<file path="src/rtl/ocs_pkg.sv">
// ocs_pkg: state encoding, default timing constants and width helper for overcurrent_supervisor.
`default_nettype none

package ocs_pkg;

  typedef enum logic [2:0] {
    ST_IDLE     = 3'd0,
    ST_BLANK    = 3'd1,
    ST_RUN      = 3'd2,
    ST_COOLDOWN = 3'd3,
    ST_LOCKOUT  = 3'd4
  } ocs_state_t;

  localparam int unsigned C_DEF_COOLDOWN_CYCLES  = 5000000;
  localparam int unsigned C_DEF_SOFTSTART_CYCLES = 500000;
  localparam int unsigned C_DEF_MAX_RETRIES      = 3;

  // Bits needed to hold values 0..v-1, never less than one.
  function automatic int unsigned clog2_min1(input int unsigned v);
    return (v < 2) ? 1 : $clog2(v);
  endfunction

endpackage

`default_nettype wire

</file>
<file path="src/rtl/cycle_timer.sv">
// cycle_timer: saturating up-counter cleared by load_i, flags when count reaches limit_i.
`default_nettype none

module cycle_timer #(
  parameter int unsigned WIDTH = 8
) (
  input  logic             clk,
  input  logic             rst,
  input  logic             load_i,
  input  logic             enable_i,
  input  logic [WIDTH-1:0] limit_i,
  output logic             tc_o
);

  logic [WIDTH-1:0] count_q;
  logic [WIDTH-1:0] count_d;

  always_comb begin
    count_d = count_q;
    if (load_i) begin
      count_d = '0;
    end else if (enable_i && (count_q != {WIDTH{1'b1}})) begin
      count_d = count_q + 1'b1;
    end
  end

  always_ff @(posedge clk or posedge rst) begin
    if (rst) begin
      count_q <= '0;
    end else begin
      count_q <= count_d;
    end
  end

  assign tc_o = (count_q >= limit_i);

endmodule

`default_nettype wire

</file>
<file path="src/rtl/overcurrent_supervisor.sv">
// overcurrent_supervisor: power-stage enable with trip cooldown, bounded auto-retry and lockout.
// Macro OCS_SOFTSTART_EN adds the inrush blanking state (BLANK) after every power-on.
`default_nettype none

module overcurrent_supervisor
  import ocs_pkg::*;
#(
  parameter int unsigned COOLDOWN_CYCLES  = C_DEF_COOLDOWN_CYCLES,
  parameter int unsigned SOFTSTART_CYCLES = C_DEF_SOFTSTART_CYCLES,
  parameter int unsigned MAX_RETRIES      = C_DEF_MAX_RETRIES
) (
  input  logic                                   clk,
  input  logic                                   rst,
  input  logic                                   enable_req,
  input  logic                                   current_high,
  input  logic                                   clear_fault,
  output logic                                   pwr_en,
  output logic                                   fault_latched,
  output logic [clog2_min1(MAX_RETRIES+1)-1:0]   retry_count,
  output logic [2:0]                             state_o
);

  localparam int unsigned RW      = clog2_min1(MAX_RETRIES + 1);
  // Terminal count fires with the timer at N-1, giving exactly N cycles in the state.
  localparam int unsigned CD_LIM  = (COOLDOWN_CYCLES  > 0) ? COOLDOWN_CYCLES  - 1 : 0;
  localparam int unsigned SS_LIM  = (SOFTSTART_CYCLES > 0) ? SOFTSTART_CYCLES - 1 : 0;
  localparam int unsigned MAX_LIM = (CD_LIM > SS_LIM) ? CD_LIM : SS_LIM;
  localparam int unsigned TW      = clog2_min1(MAX_LIM + 1);

`ifdef OCS_SOFTSTART_EN
  localparam ocs_state_t C_START_STATE = ST_BLANK;
`else
  localparam ocs_state_t C_START_STATE = ST_RUN;
`endif

  ocs_state_t    state_q, state_d;
  logic [RW-1:0] retry_q, retry_d;
  logic          pwr_en_q;
  logic          fault_q;
  logic          tmr_load;
  logic          tmr_tc;
  logic [TW-1:0] tmr_limit;

  assign tmr_load  = (state_d != state_q);
  assign tmr_limit = (state_q == ST_BLANK) ? TW'(SS_LIM) : TW'(CD_LIM);

  cycle_timer #(
    .WIDTH (TW)
  ) u_timer (
    .clk      (clk),
    .rst      (rst),
    .load_i   (tmr_load),
    .enable_i (1'b1),
    .limit_i  (tmr_limit),
    .tc_o     (tmr_tc)
  );

  always_comb begin
    state_d = state_q;
    retry_d = retry_q;
    case (state_q)
      ST_IDLE: begin
        if (enable_req) state_d = C_START_STATE;
      end
`ifdef OCS_SOFTSTART_EN
      ST_BLANK: begin
        if (!enable_req)  state_d = ST_IDLE;
        else if (tmr_tc)  state_d = ST_RUN;
      end
`endif
      ST_RUN: begin
        // A trip takes priority over a simultaneous host disable.
        if (current_high) begin
          if (retry_q < RW'(MAX_RETRIES)) begin
            state_d = ST_COOLDOWN;
            retry_d = retry_q + 1'b1;
          end else begin
            state_d = ST_LOCKOUT;
          end
        end else if (!enable_req) begin
          state_d = ST_IDLE;
        end
      end
      ST_COOLDOWN: begin
        if (tmr_tc) state_d = enable_req ? C_START_STATE : ST_IDLE;
      end
      ST_LOCKOUT: begin
        if (clear_fault && !enable_req) state_d = ST_IDLE;
      end
      default: state_d = ST_IDLE;
    endcase
    if (state_d == ST_IDLE) retry_d = '0;
  end

  always_ff @(posedge clk or posedge rst) begin
    if (rst) begin
      state_q  <= ST_IDLE;
      retry_q  <= '0;
      pwr_en_q <= 1'b0;
      fault_q  <= 1'b0;
    end else begin
      state_q  <= state_d;
      retry_q  <= retry_d;
      pwr_en_q <= (state_d == ST_RUN) || (state_d == ST_BLANK);
      fault_q  <= (state_d == ST_LOCKOUT);
    end
  end

  assign pwr_en        = pwr_en_q;
  assign fault_latched = fault_q;
  assign retry_count   = retry_q;
  assign state_o       = state_q;

endmodule

`default_nettype wire

</file>
<file path="config.mk">
export PLATFORM = sky130hd
export DESIGN_NAME = overcurrent_supervisor
export DESIGN_NICKNAME = d
export VERILOG_FILES = /design/src/rtl/ocs_pkg.sv /design/src/rtl/cycle_timer.sv /design/src/rtl/overcurrent_supervisor.sv
export SDC_FILE = /design/constraint.sdc
export NUM_CORES = 1
export LEC_CHECK = 0
export ABC_AREA = 1
export CAP_MARGIN = 20
export CORE_AREA = 2 2 67 69
export DETAILED_ROUTE_END_ITERATION = 7
export DIE_AREA = 0 0 69 71
export HOLD_SLACK_MARGIN = 0.05
export PLACE_DENSITY = 0.91
export SETUP_SLACK_MARGIN = 0.05
export SYNTH_ARGS = -nofsm -noshare
export SYNTH_HDL_FRONTEND = slang
export SYNTH_HIERARCHICAL = 1
export SYNTH_SLANG_ARGS = --single-unit
</file>
<file path="constraint.sdc">
create_clock -name clk -period 5.8 [get_ports clk]
set_input_delay 0.58 -clock clk [delete_from_list [all_inputs] [get_ports clk]]
set_output_delay 0.58 -clock clk [all_outputs]
set_load 0.1 [all_outputs]
</file>
==> impl_metrics.tcl, run 1 <==
set metrics [dict create \
    status "finished clean" \
    gp_congestion 0.948 \
    die_h_microns 71 \
    syn_inst 399 \
    cp-end-kind "flop" \
    regArea_sq_um 751 \
    place_inst 476 \
    drc 0 \
    track_usage_pct 27.1 \
    r2r-end "u_timer/count_q[3]" \
    cpPeakStageDelay_ps 630 \
    cts.repair.resized 0 \
    antenna_cells 0 \
    fin_ws_ps 1630 \
    cp.arrival_ps 4410 \
    crit_required_ps 6040 \
    finClkSkew_ps 9.13 \
    portBuffers 11 \
    total_leakage_power_nw 1.62 \
    min_period_over_period_pct 71.9 \
    instances_no_fill 484 \
    ir_worst_vdd_v 0.000414 \
    tightest_slew_ps 994 \
    setup_viol 0 \
    ys_ff_latch 30 \
    ys_types 32 \
    finalSetupTns_ps 0 \
    crit_chain "nor3_1 -> inv_1 -> inv_1 -> ha_1 -> a21oi_1 -> o21ai_0 -> nor2_1 -> nand4_1 -> o21ai_0 -> a21oi_2 -> nand3_1 -> nand4_1 -> inv_1 -> o21ai_0 -> a21oi_1 -> nand2_1 -> nand2_1" \
    cts_buffers 5 \
    avgSynthCellArea_sq_um 6.65 \
    drtPass1Iterations 4 \
    worstSkewPairLatency_ps 300 \
    cts_buffer_depth 2 \
    overflow 0 \
    grt_pass1_wl_microns 10700 \
    postCtsHoldBufs 0 \
    hold_viol 0 \
    drt_iter0_drc 189 \
    multi_input_area_sq_um 1720 \
    seq_area_frac_synth_pct 28.3 \
    final-max-slew-violation-count 0 \
    worstReg2RegStart "state_o[1]" \
    power_density_nw_per_um2 323 \
    via_per_inst 5.33 \
    grt_max_degree 24 \
    maxCapViolCount 0 \
    antenna_found_initial 0 \
    ios 12 \
    core_sq_um 4200 \
    die_area_sq_um 4900 \
    crit_type "reg2reg" \
    rsz0062_at_grt "false" \
    vias 2580 \
    yosys_warnings 6 \
    fp.dieW_microns 69 \
    antenna_left 0 \
    post_cts_buffers 0 \
    period_needed_ps 4170 \
    layout_commonest_cell "nand2_1" \
    grt_pass1_vias 2427 \
    htree_levels 2 \
    wire_per_inst_microns 13.0 \
    area_growth_pct 11.8 \
    root_buffer "clkbuf_8" \
    startpoint_type "flop" \
    fmax_mhz 240 \
    reg2reg_slack_ps 1630 \
    drt-total-wl_microns 6270 \
    rr_worst_depth 17 \
    finish.net_count 461 \
    std_cell_rows 24 \
    start_util_pct 63.1 \
    cp_max_fo 17 \
    place_ws_ps 1810 \
    cp_slowest_cell "inv_1" \
    clk_pin_slew_worst_paths_ps 70 \
    final_layout_size_suffix_gt1_share_pct 5.79 \
    dp_hpwl_microns 4760 \
    cts.sinks 30 \
    netlist_area_sq_um 2650 \
    hp-class "in2async" \
    cts_tree "yes" \
    slew_headroom_pct 33.5 \
    n_fill_cell 341 \
    mostFrequentLayoutCells "nand2_1 (122), inv_1 (61), nor2_1 (51)" \
]
==> cell families (layout without fill, tap and decap cells) <==
family / Yosys count / in the layout / share of synthesized area [%]
AO/OA/AOI/OAI: 36 / 36 / 7.97
XOR/XNOR: 6 / 6 / 1.98
adder cells (fa/ha/maj): 25 / 25 / 11.8
buffers and inverters: 65 / 80 / 9.57
flip-flops: 30 / 30 / 28.3
other: 2 / 20 / 0.283
AND/OR/NAND/NOR: 235 / 235 / 40.1
==> Yosys cell counts <==
cell / count / area (sq um)
nand2_1: 122 / 458
inv_1: 61 / 229
nor2_1: 51 / 191
dfrtp_1: 30 / 751
ha_1: 25 / 313
nand3_1: 23 / 115
a21oi_1: 18 / 90.1
nand4_1: 18 / 113
o21ai_0: 7 / 35.0
nand2_2: 3 / 18.8
nor2_2: 3 / 18.8
nor3_1: 3 / 15.0
o21bai_1: 3 / 22.5
xnor2_1: 3 / 26.3
xor2_1: 3 / 26.3
buf_2: 2 / 10.0
conb_1: 2 / 7.51
nand3_2: 2 / 20.0
nand3b_1: 2 / 15.0
nor2_4: 2 / 22.5
nor2_8: 2 / 40.0
nor3_2: 2 / 20.0
o21a_1: 2 / 15.0
o22ai_1: 2 / 12.5
a21oi_2: 1 / 8.76
a21oi_4: 1 / 16.3
a31oi_1: 1 / 6.26
and2_1: 1 / 6.26
buf_6: 1 / 11.3
clkbuf_1: 1 / 3.75
nand2_4: 1 / 11.3
o21ai_1: 1 / 5.00
==> layout make-up <==
type,instances,area share (%)
Clock inverter,2,0.422
Inverter,61,7.72
Multi-Input combinational cell,322,57.9
Sequential cell,30,25.3
Tap cell,52,2.19
Clock buffer,6,2.78
Timing Repair Buffer,11,3.71
==> worst max-delay path by stage <==
stage | end | from | slack [ps]
2_1_floorplan | u_timer/count_q[13] | state_o[0] | 2110
3_3_place_gp | u_timer/count_q[3] | state_o[1] | 2030
3_5_place_dp | u_timer/count_q[3] | state_o[1] | 1810
4_1_cts | u_timer/count_q[3] | state_o[1] | 1680
5_1_grt | u_timer/count_q[3] | state_o[1] | 1230
6_report | u_timer/count_q[3] | state_o[1] | 1630
==> power by group <==
group          switching (mW)  internal, mW  leakage [nW]
registers              0.0268         0.233         0.413
clock network          0.0907        0.0954        0.0472
logic                   0.387         0.126          1.16
==> metrics by stage <==
stage / utilization [%] / hold WS (ps) / cell area [sq um] / power, mW
2_1_floorplan: - / 383 / 2720 / 0.665
3_3_place_gp: 68.3 / 517 / 2870 / 0.752
3_5_place_dp: 68.3 / 540 / 2870 / 0.765
4_1_cts: 70.6 / 557 / 2970 / 0.961
5_1_grt: 70.6 / 595 / 2970 / 1.01
6_report: 70.6 / 555 / 2970 / 0.959
==> critical path: cells and delay by family, from the launching register on <==
kind            cells  cell delay [ps]
flops               1              470
buf+inv             3              990
simple gates        7             1450
compound gates      6              950
fa+ha+maj           1              260
==> state kept, by name (all words and copies together), names as in the netlist <==
signal / count
u_timer/count_q: 23
retry_count: 2
fault_latched: 1
state_o: 3
pwr_en: 1
==> layer usage <==
metal	GRT usage, %	wire, microns	share of wire, %
met4	12.0	163	2.6
met1	31.6	2690	43
met5	0	0	0
met3	5.56	348	5.5
met2	48.3	3070	49
Note: power is estimated with default switching activity, not from simulation.
==> run 2, diff against run 1 <==
- CORE_AREA: 2 2 67 69 -> 2 2 69 71
- DIE_AREA: 0 0 69 71 -> 0 0 71 73
- PLACE_DENSITY: 0.91 -> 0.87
- clock period: 5.8 -> 4.1 ns (I/O delays scaled with it)
==> impl_metrics.tcl, run 2 (same netlist as run 1, synthesis figures left out) <==
set metrics [dict create \
    portBuffers 11 \
    root_buffer "clkbuf_8" \
    fmax_mhz 275 \
    mostFrequentLayoutCells "nand2_1 (122), inv_1 (61), nor2_1 (51)" \
    power_density_nw_per_um2 471 \
    cts_buffers 5 \
    start_util_pct 58.5 \
    cp-end-kind "flop" \
    cp_slowest_cell "dfrtp_1" \
    antenna_cells 0 \
    largest_register "u_timer/count_q" \
    cts.sinks 30 \
    cp_max_fo 17 \
    path_buf_inv 4 \
    drt_iter0_drc 164 \
    htree_levels 2 \
    crit_required_ps 4330 \
    layout_commonest_cell "nand2_1" \
    final-max-slew-violation-count 0 \
    area_growth_pct 12.7 \
    finish.net_count 462 \
    overflow 0 \
    cp.arrival_ps 3870 \
    worstSkewPairLatency_ps 290 \
    die_h_microns 73 \
    cts_buffer_depth 2 \
    cts_tree "yes" \
    grt_pass1_wl_microns 11500 \
    startpoint_type "flop" \
    post_cts_buffers 0 \
    drtPass1Iterations 4 \
    finalSetupTns_ps 0 \
    cpPeakStageDelay_ps 460 \
    grt_pass1_vias 2638 \
    final_layout_size_suffix_gt1_share_pct 5.77 \
    ios 12 \
    clk_pin_slew_worst_paths_ps 70 \
    gp_congestion 0.888 \
    status "finished clean" \
    track_usage_pct 27.7 \
    crit_chain "nor3_1 -> inv_1 -> inv_1 -> ha_1 -> a21oi_1 -> o21a_1 -> nand2_1 -> nand2_1 -> nand4_1 -> o21ai_0 -> a21oi_2 -> nand3_1 -> nand4_1 -> buf_4 -> inv_1 -> o21ai_0 -> nor2_1 -> nand2_1 -> nand2_1" \
    std_cell_rows 25 \
    antenna_left 0 \
    finish.utilization_pct 66.0 \
    finClkSkew_ps 9.55 \
    hold_viol 0 \
    antenna_found_initial 0 \
    dp_hpwl_microns 4920 \
    total_leakage_power_nw 1.63 \
    rsz0062_at_grt "false" \
    drc 0 \
    cts.repair.resized 0 \
    maxCapViolCount 0 \
    crit_top_cell "nand2_1" \
    largest_reg_flops 23 \
    wire_per_inst_microns 12.9 \
    vias 2601 \
    ir_worst_vdd_v 0.000834 \
    n_fill_cell 393 \
    tightest_slew_ps 984 \
    cp_top_family "simple AND/OR/NAND/NOR gates" \
    via_per_inst 5.34 \
    min_period_over_period_pct 88.8 \
    die_area_sq_um 5180 \
    period_needed_ps 3640 \
    crit_type "reg2reg" \
    fp.dieW_microns 71 \
    postCtsHoldBufs 0 \
    hp-class "in2async" \
    core_sq_um 4540 \
    slew_headroom_pct 34.2 \
    reg2reg_slack_ps 460 \
    grt_max_degree 24 \
    drt-total-wl_microns 6310 \
    setup_viol 0 \
]
==> run 2: final timing paths <==
path | end | cells after the start | from
worst max register to register | u_timer/count_q[7] | 19 | state_o[1]
worst max-delay path | u_timer/count_q[7] | 19 | state_o[1]
min in group clk | u_timer/count_q[0] | 2 | u_timer/count_q[0]
worst min register to register | u_timer/count_q[0] | 2 | u_timer/count_q[0]
max in group asynchronous | u_timer/count_q[13] | 2 | rst
worst min-delay path | pwr_en | 2 | rst
==> run 2: per-stage QoR <==
stage / hold WS (ps) / instance area, sq um / instances / worst slack (ps) / power (mW)
3_3_place_gp: 513 / 2880 / 479 / 615 / 1.09
2_1_floorplan: 213 / 2720 / 417 / 407 / 0.941
4_1_cts: 385 / 2990 / 487 / 453 / 1.41
3_5_place_dp: 524 / 2880 / 479 / 480 / 1.11
6_report: 382 / 2990 / 487 / 460 / 1.41
5_1_grt: 422 / 2990 / 487 / 53.2 / 1.50
==> run 2: cell type report <==
class	instances	area, sq um	share of cell area, %
Tap cell	54	67.6	2.26
Clock inverter	2	37.5	1.25
Sequential cell	30	751	25.1
Timing Repair Buffer	12	118	3.93
Multi-Input combinational cell	322	1720	57.4
Inverter	61	229	7.65
Clock buffer	6	72.6	2.43
==> run 2: worst reg2reg max path: stages (launching register included) <==
cell and delay [ps]:
dfrtp_1 460, nor3_1 440, inv_1 190, inv_1 100
ha_1 250, a21oi_1 150, o21a_1 160, nand2_1 60
nand2_1 50, nand4_1 110, o21ai_0 260, a21oi_2 110
nand3_1 80, nand4_1 70, buf_4 190, inv_1 450
o21ai_0 190, nor2_1 130, nand2_1 70, nand2_1 70
==> run 2: report_power, final <==
part / total [mW] / internal, mW / leakage, nW / switching (mW)
Sequential: 0.366 / 0.329 / 0.413 / 0.0373
Clock: 0.304 / 0.181 / 0.0514 / 0.122
Combinational: 0.738 / 0.191 / 1.16 / 0.547
Total: 1.41 / 0.702 / 1.63 / 0.706
==> run 2: per-layer routing <==
metal | vias up | share of wire [%] | track usage, %
met5 | - | 0 | 0
met4 | 0 | 2.0 | 12.2
met3 | 15 | 5.4 | 4.28
met2 | 72 | 50 | 49.9
met1 | 1196 | 43 | 32.7
li1 | 1318 | - | -
==> run 3, diff against run 2 <==
- CAP_MARGIN: 20 -> 5
- SLEW_MARGIN: not set -> 30
==> impl_metrics.tcl, run 3 (same netlist as run 1, synthesis figures left out) <==
set metrics [dict create \
    fmax_mhz 275 \
    rr_worst_depth 19 \
    cts_buffers 5 \
    postCtsHoldBufs 0 \
    reg2reg_slack_ps 460 \
    cp.arrival_ps 3870 \
    grt_max_degree 24 \
    core_sq_um 4540 \
    clk_pin_slew_worst_paths_ps 70 \
    drtPass1Iterations 4 \
    cts_tree "yes" \
    status "finished clean" \
    die_area_sq_um 5180 \
    cp_max_fo 17 \
    n_fill_cell 393 \
    cts.sinks 30 \
    fin_area_sq_um 2990 \
    die_h_microns 73 \
    r2r-end "u_timer/count_q[7]" \
    path_buf_inv 4 \
    gp_congestion 0.888 \
    cpPeakStageDelay_ps 460 \
    final_layout_size_suffix_gt1_share_pct 6.00 \
    ios 12 \
    min_period_over_period_pct 88.8 \
    hold_viol 0 \
    via_per_inst 5.34 \
    dp_hpwl_microns 4920 \
    startpoint_type "flop" \
    seqPwrFrac_pct 26.0 \
    cp_slowest_cell "dfrtp_1" \
    overflow 0 \
    crit_type "reg2reg" \
    wire_per_inst_microns 12.9 \
    layout_commonest_cell "nand2_1" \
    largest_register "u_timer/count_q" \
    std_cell_rows 25 \
    crit_chain "nor3_1 -> inv_1 -> inv_1 -> ha_1 -> a21oi_1 -> o21a_1 -> nand2_1 -> nand2_1 -> nand4_1 -> o21ai_0 -> a21oi_2 -> nand3_1 -> nand4_1 -> buf_4 -> inv_1 -> o21ai_0 -> nor2_1 -> nand2_1 -> nand2_1" \
    fp.dieW_microns 71 \
    worstReg2RegStart "state_o[1]" \
    finish.net_count 462 \
    largest_reg_flops 23 \
    cp-end-kind "flop" \
    drt-total-wl_microns 6300 \
    start_util_pct 58.5 \
    crit_top_cell "nand2_1" \
    portBuffers 11 \
    ir_worst_vdd_v 0.000834 \
    drc 0 \
    slew_headroom_pct 34.2 \
    post_cts_buffers 0 \
    place_area_sq_um 2880 \
    crit_required_ps 4330 \
    vias 2599 \
    finalSetupTns_ps 0 \
    worstSkewPairLatency_ps 290 \
    htree_levels 2 \
    finClkSkew_ps 9.55 \
    tightest_slew_ps 984 \
    cp_top_family "simple AND/OR/NAND/NOR gates" \
    antenna_found_initial 0 \
    rsz0062_at_grt "false" \
    cts.repair.resized 0 \
    grt_pass1_wl_microns 11500 \
    mostFrequentLayoutCells "nand2_1 (122), inv_1 (60), nor2_1 (51)" \
    antenna_cells 0 \
    combPwrFrac_pct 52.4 \
    area_growth_pct 12.7 \
    setup_viol 0 \
    period_needed_ps 3640 \
    p_sw_uw 706 \
    power_density_nw_per_um2 471 \
    drt_iter0_drc 164 \
    cts_buffer_depth 2 \
    track_usage_pct 27.7 \
    hp-class "in2async" \
    power_frac_clock_pct 21.6 \
    maxCapViolCount 0 \
    antenna_left 0 \
    root_buffer "clkbuf_8" \
    p_int_uw 702 \
    grt_pass1_vias 2638 \
    final-max-slew-violation-count 0 \
    netSwitchingFraction_pct 50.2 \
    total_leakage_power_nw 1.63 \
]
==> run 3: cell counts in the layout (fill, tap and decap cells not counted) <==
No cell type changed its count.
==> run 3: worst register-to-register path: stages, from the launching register on <==
cell	delay (ps)
dfrtp_1	460
nor3_1	440
inv_1	190
inv_1	100
ha_1	250
a21oi_1	150
o21a_1	160
nand2_1	60
nand2_1	50
nand4_1	110
o21ai_0	260
a21oi_2	110
nand3_1	80
nand4_1	70
buf_4	190
inv_1	450
o21ai_0	190
nor2_1	130
nand2_1	70
nand2_1	70
==> run 3: stage by stage <==
stage / worst slack (ps) / utilization, % / power [mW] / hold WS [ps] / std cells
after detailed placement: 480 / 63.5 / 1.11 / 524 / 479
after global placement: 615 / 63.5 / 1.09 / 513 / 479
after global routing: 53.2 / 66.0 / 1.50 / 441 / 487
after floorplan: 407 / - / 0.941 / 213 / 417
after CTS: 453 / 66.0 / 1.41 / 385 / 487
final: 460 / 66.0 / 1.41 / 404 / 487
==> run 3: how the worst max path moves through the flow <==
stage	from	endpoint	slack, ps	depth (start not counted)
global placement	state_o[1]	u_timer/count_q[7]	620	18
global route	state_o[1]	u_timer/count_q[3]	50	19
finish	state_o[1]	u_timer/count_q[7]	460	19
detailed placement	state_o[1]	u_timer/count_q[3]	480	18
CTS	state_o[1]	u_timer/count_q[3]	450	18
floorplan	state_o[0]	u_timer/count_q[13]	410	19
==> run 3: cell type report <==
cell class | count | area [sq um] | area share [%]
inverter | 61 | 229 | 7.65
sequential | 30 | 751 | 25.1
clock inverter | 2 | 37.5 | 1.25
multi-input combinational | 322 | 1720 | 57.4
tap | 54 | 67.6 | 2.26
clock buffer | 6 | 72.6 | 2.43
timing repair buffer | 12 | 118 | 3.93
==> run 3: power groups by stage <==
stage | Clock [mW] | Combinational [mW] | Sequential [mW]
2_1_floorplan | 0 | 0.382 | 0.559
3_3_place_gp | 0 | 0.717 | 0.370
3_5_place_dp | 0 | 0.735 | 0.371
4_1_cts | 0.306 | 0.738 | 0.366
5_1_grt | 0.318 | 0.811 | 0.372
6_report | 0.303 | 0.738 | 0.366
==> run 3: layer usage <==
metal	wire [microns]	GRT usage, %	vias to the layer above	part of all wire, %
met4	128	12.2	0	2.0
met5	0	0	-	0
met1	2710	32.7	1194	43
met3	340	4.28	15	5.4
li1	-	-	1318	-
met2	3120	49.9	72	50
